<file path="src/rtl/chunked_adder.sv">
// Multi-cycle WIDTH-bit adder: CHUNK bits per clock with a registered inter-chunk carry.
// Optional signed-overflow output is built when CHUNKED_ADDER_OVF_EN is defined.
module chunked_adder #(
  parameter int WIDTH = 32,
  parameter int CHUNK = 8
) (
  input  logic             clk,
  input  logic             reset,
  input  logic             in_valid,
  output logic             in_ready,
  input  logic [WIDTH-1:0] a,
  input  logic [WIDTH-1:0] b,
  input  logic             cin,
  output logic             out_valid,
  input  logic             out_ready,
  output logic [WIDTH-1:0] sum,
  output logic             cout
`ifdef CHUNKED_ADDER_OVF_EN
  ,
  output logic             ovf
`endif
);

  localparam int NCHUNK = WIDTH / CHUNK;
  localparam int IDXW   = (NCHUNK > 1) ? $clog2(NCHUNK) : 1;
  localparam int BW     = (WIDTH > 1) ? $clog2(WIDTH) : 1;
  localparam logic [IDXW-1:0] LAST_IDX = IDXW'(NCHUNK - 1);

  typedef enum logic [1:0] {IDLE, RUN, DONE} state_t;

  state_t            state_q, state_d;
  logic [WIDTH-1:0]  a_q, a_d;
  logic [WIDTH-1:0]  b_q, b_d;
  logic [IDXW-1:0]   idx_q, idx_d;
  logic              carry_q, carry_d;
  logic [WIDTH-1:0]  sum_q, sum_d;
  logic              cout_q, cout_d;
`ifdef CHUNKED_ADDER_OVF_EN
  logic              ovf_q, ovf_d;
`endif

  logic [BW-1:0]     base;
  logic [CHUNK:0]    chunk_res;

  // The single narrow adder: one chunk of the registered operands plus the carry.
  always_comb begin
    base      = BW'(idx_q) * BW'(CHUNK);
    chunk_res = {1'b0, a_q[base +: CHUNK]} + {1'b0, b_q[base +: CHUNK]}
              + {{CHUNK{1'b0}}, carry_q};
  end

  always_ff @(posedge clk) begin
    if (reset) begin
      state_q <= IDLE;
      a_q     <= '0;
      b_q     <= '0;
      idx_q   <= '0;
      carry_q <= 1'b0;
      sum_q   <= '0;
      cout_q  <= 1'b0;
`ifdef CHUNKED_ADDER_OVF_EN
      ovf_q   <= 1'b0;
`endif
    end else begin
      state_q <= state_d;
      a_q     <= a_d;
      b_q     <= b_d;
      idx_q   <= idx_d;
      carry_q <= carry_d;
      sum_q   <= sum_d;
      cout_q  <= cout_d;
`ifdef CHUNKED_ADDER_OVF_EN
      ovf_q   <= ovf_d;
`endif
    end
  end

  always_comb begin
    state_d = state_q;
    a_d     = a_q;
    b_d     = b_q;
    idx_d   = idx_q;
    carry_d = carry_q;
    sum_d   = sum_q;
    cout_d  = cout_q;
`ifdef CHUNKED_ADDER_OVF_EN
    ovf_d   = ovf_q;
`endif
    case (state_q)
      IDLE: begin
        if (in_valid) begin
          a_d     = a;
          b_d     = b;
          idx_d   = '0;
          carry_d = cin;
          state_d = RUN;
        end
      end
      RUN: begin
        // Upper chunks keep the previous result until their turn comes.
        sum_d[base +: CHUNK] = chunk_res[CHUNK-1:0];
        carry_d              = chunk_res[CHUNK];
        if (idx_q == LAST_IDX) begin
          cout_d  = chunk_res[CHUNK];
`ifdef CHUNKED_ADDER_OVF_EN
          ovf_d   = (a_q[WIDTH-1] == b_q[WIDTH-1]) &&
                    (chunk_res[CHUNK-1] != a_q[WIDTH-1]);
`endif
          state_d = DONE;
        end else begin
          idx_d = idx_q + 1'b1;
        end
      end
      DONE: begin
        if (out_ready) state_d = IDLE;
      end
      default: state_d = IDLE;
    endcase
  end

  assign in_ready  = (state_q == IDLE);
  assign out_valid = (state_q == DONE);
  assign sum       = sum_q;
  assign cout      = cout_q;
`ifdef CHUNKED_ADDER_OVF_EN
  assign ovf       = ovf_q;
`endif

endmodule

</file>
<file path="config.mk">
export PLATFORM = sky130hd
export DESIGN_NAME = chunked_adder
export DESIGN_NICKNAME = d
export VERILOG_FILES = /design/src/rtl/chunked_adder.sv
export SDC_FILE = /design/constraint.sdc
export NUM_CORES = 1
export LEC_CHECK = 0
export ABC_AREA = 1
export CELL_PAD_IN_SITES_DETAIL_PLACEMENT = 0
export CELL_PAD_IN_SITES_GLOBAL_PLACEMENT = 1
export CORE_MARGIN = 1.5
export CORE_UTILIZATION = 36
export DETAILED_ROUTE_END_ITERATION = 7
export MAX_ROUTING_LAYER = met4
export PLACE_DENSITY = 0.84
export SETUP_SLACK_MARGIN = 0.1
export SLEW_MARGIN = 20
export SYNTH_ARGS = -nofsm -noshare
export SYNTH_HDL_FRONTEND = slang
export SYNTH_SLANG_ARGS = --single-unit
</file>
<file path="constraint.sdc">
create_clock -name clk -period 3.11 [get_ports clk]
set_input_delay 0.622 -clock clk [delete_from_list [all_inputs] [get_ports clk]]
set_output_delay 0.622 -clock clk [all_outputs]
set_load 0.005 [all_outputs]
</file>
==> metrics.cfg <==
[outcome]
outcome = finished clean

[synthesis]
syn_area_per_cell_sq_um = 7.25
synth.distinct_cells = 27
ys.flop_type = dfxtp_1
yosysTopAreaCell = dfxtp_1
synth_top_family_by_area = simple AND/OR/NAND/NOR gates
ys_seq_area_frac = 0.453
synthMuxAreaShare = 0
synthXorXnorAreaFrac = 0.00583
syn_area_sq_mm = 0.00451
synth-compound-area-share = 0.179
synthCells = 622
async_reset_ff_frac = 0
yosys-top-cells-area = dfxtp_1, nor2_1, o21ai_0
ys_seq_elements = 102
synth_edf_count = 0
yosys.area_share.simple = 0.257
syn-num-nets = 706
yosys_warnings = 0
synth_fa_ha_area_frac = 0.0450
synth_top_area_share = 0.453

[layout]
nNetsFinal = 793
area_growth_pct = 31.6
design_area_sq_mm = 0.00593
final_core_util = 0.490
multiInputGateArea_sq_mm = 0.00220
antenna_cells = 0
regArea_sq_mm = 0.00204
drive_above_1_share = 0.0463
fillers = 1234
final-instance-count-excl-fill = 880

[critical_path]
cp-end-kind = flop
path_buf_inv = 2
start_kind = flop
cp_cell_sequence = inv_1 -> buf_4 -> nor2_1 -> o22ai_1 -> fa_1 -> fa_1 -> nand2_1 -> nand2_1 -> nand3_1 -> nand2_1 -> nand2_1 -> nand3_1 -> nor2_1 -> nand2_1 -> a21oi_1
cp.depth = 15
criticalPathCategory = reg2reg
cp_max_fo = 10
rr_worst_depth = 15
worstPathArrival_ps = 3000
crit_family = adder cells
critical_path_required_ps = 3380
slowest_stage = fa_1
r2r_slack_ps = 380
cpPeakStageDelay_ps = 430
cp_common_cell = nand2_1

[route]
post_drt_wl_per_cell_um = 13.3
via_count = 4223
viasPerCell = 4.80
wl_met3_um = 383
routed_wl_um = 11700
drt_iter0_markers = 279
drc = 0
top_layer_used = met4
drt-met1-wl_um = 5620
met2_wirelength_um = 5550
ant_nets = 0
drtPass1Iterations = 4

[sta]
setup_viol = 0
whs_ps = 462
final_max_slew_viol_count = 0
skew_ps = 6.82
tightest_slew_ps = 632
hold_viol = 0
setup_ws_ps = 382
post-route-min-period_ps = 2730
fmax_mhz = 367
min_period_over_period = 0.877
rsz0062_at_grt = false
maxSlewHeadroom = 0.578
fin_setup_tns_ps = 0

[floorplanning]
start_util = 0.372
row_count = 40
ios = 104
die_h_um = 115
die-area_sq_mm = 0.0132
coreArea_sq_mm = 0.0121
die_x_um = 115

[clocking]
hold_buffers = 0
htreeDepth = 3
clk_pin_slew_ps = 70
clock-sinks = 102
post_cts_buffers = 0
tritoncts = yes
numCtsBuffers = 9
worstSkewPairLatency_ps = 340
root_buffer = clkbuf_16
cts_resized = 0
clk_path_buf_depth = 2

[power_and_ir_drop]
fin_total_pwr_mw = 3.24
pwr_density_cell_mw_per_mm2 = 547
ir_drop_uv = 221
power_leakage_nw = 2.32

[placed_design]
placed_area_sq_mm = 0.00566
place_ws_ps = 432
hpwl_um = 8960
portBuffers = 103
dp_cells = 866
gp_congestion = 0.839

[global_routing]
grt.total_usage = 0.190
antenna_found_initial = 0
grt_pass1_vias = 3956
grt_max_degree = 65
grt-ovfl-total = 0
grt_first_pass_wirelength_um = 19100

[run]
cap_violations = 0

[worst_hold_path]
worstHoldPathCells = 2
hold_path_class = reg2reg

==> state kept, by name, indices dropped and copies added, names as in the netlist <==
name and cells:
cout 1, carry_q 1, state_q 2, idx_q 2
b_q 32, a_q 32, sum 32
==> power breakdown <==
group / internal (mW) / leakage, nW / switching (mW) / total (mW)
registers: 1.39 / 0.838 / 0.0486 / 1.44
logic: 0.303 / 1.35 / 0.450 / 0.753
clock network: 0.577 / 0.133 / 0.473 / 1.05
==> metal layers <==
layer | vias up | track usage
met1 | 1900 | 0.244
met4 | 0 | 0.0683
li1 | 2215 | -
met5 | - | -
met3 | 16 | 0.0269
met2 | 92 | 0.308
==> final timing paths <==
kind | endpoint | start
min reg2reg | sum[7] | sum[7]
max | sum[14] | idx_q[0]
max reg2reg | sum[14] | idx_q[0]
min | sum[7] | sum[7]
==> placed cells by master (no fill, tap or decap), types with 13 or more instances in the layout <==
cell type	instances
a21oi_1	35
clkdlybuf4s50_1	103
dfxtp_1	102
ha_1	13
inv_1	22
nand2_1	77
nand3_1	15
nor2_1	180
o21ai_0	92
o22ai_1	16
==> synthesized netlist by cell type (3+ instances only) <==
master    count
a21oi_1      35
a22oi_1       4
nand2_1      77
nor2_1      180
o22ai_1      16
o21ai_0      92
dfxtp_1     102
buf_4         8
ha_1         13
clkbuf_1     20
nor2_2        3
nand3_1      15
clkbuf_2      3
buf_2         5
nand4_1       7
inv_1        23
o21ai_1       7
==> final cells by class <==
cell class                      count  area share
Multi-Input combinational cell    459       0.371
Sequential cell                   102       0.344
Timing Repair Buffer              113       0.189
Clock buffer                       11      0.0426
Tap cell                          168      0.0354
Inverter                           24      0.0152
Clock inverter                      3     0.00358
==> worst min-delay path, stage by stage (launching register included) <==
cell	delay, ps
dfxtp_1	310
nand2_1	60
a21oi_1	50
==> cell families after synthesis <==
family | after synthesis
AOI/OAI and AO/OA | 155
xor gates and xnor gates | 3
adders and majority gates | 15
buffers and inverters | 61
DFF | 102
and+or+nand+nor | 286
(Power assumes the default switching activity.)
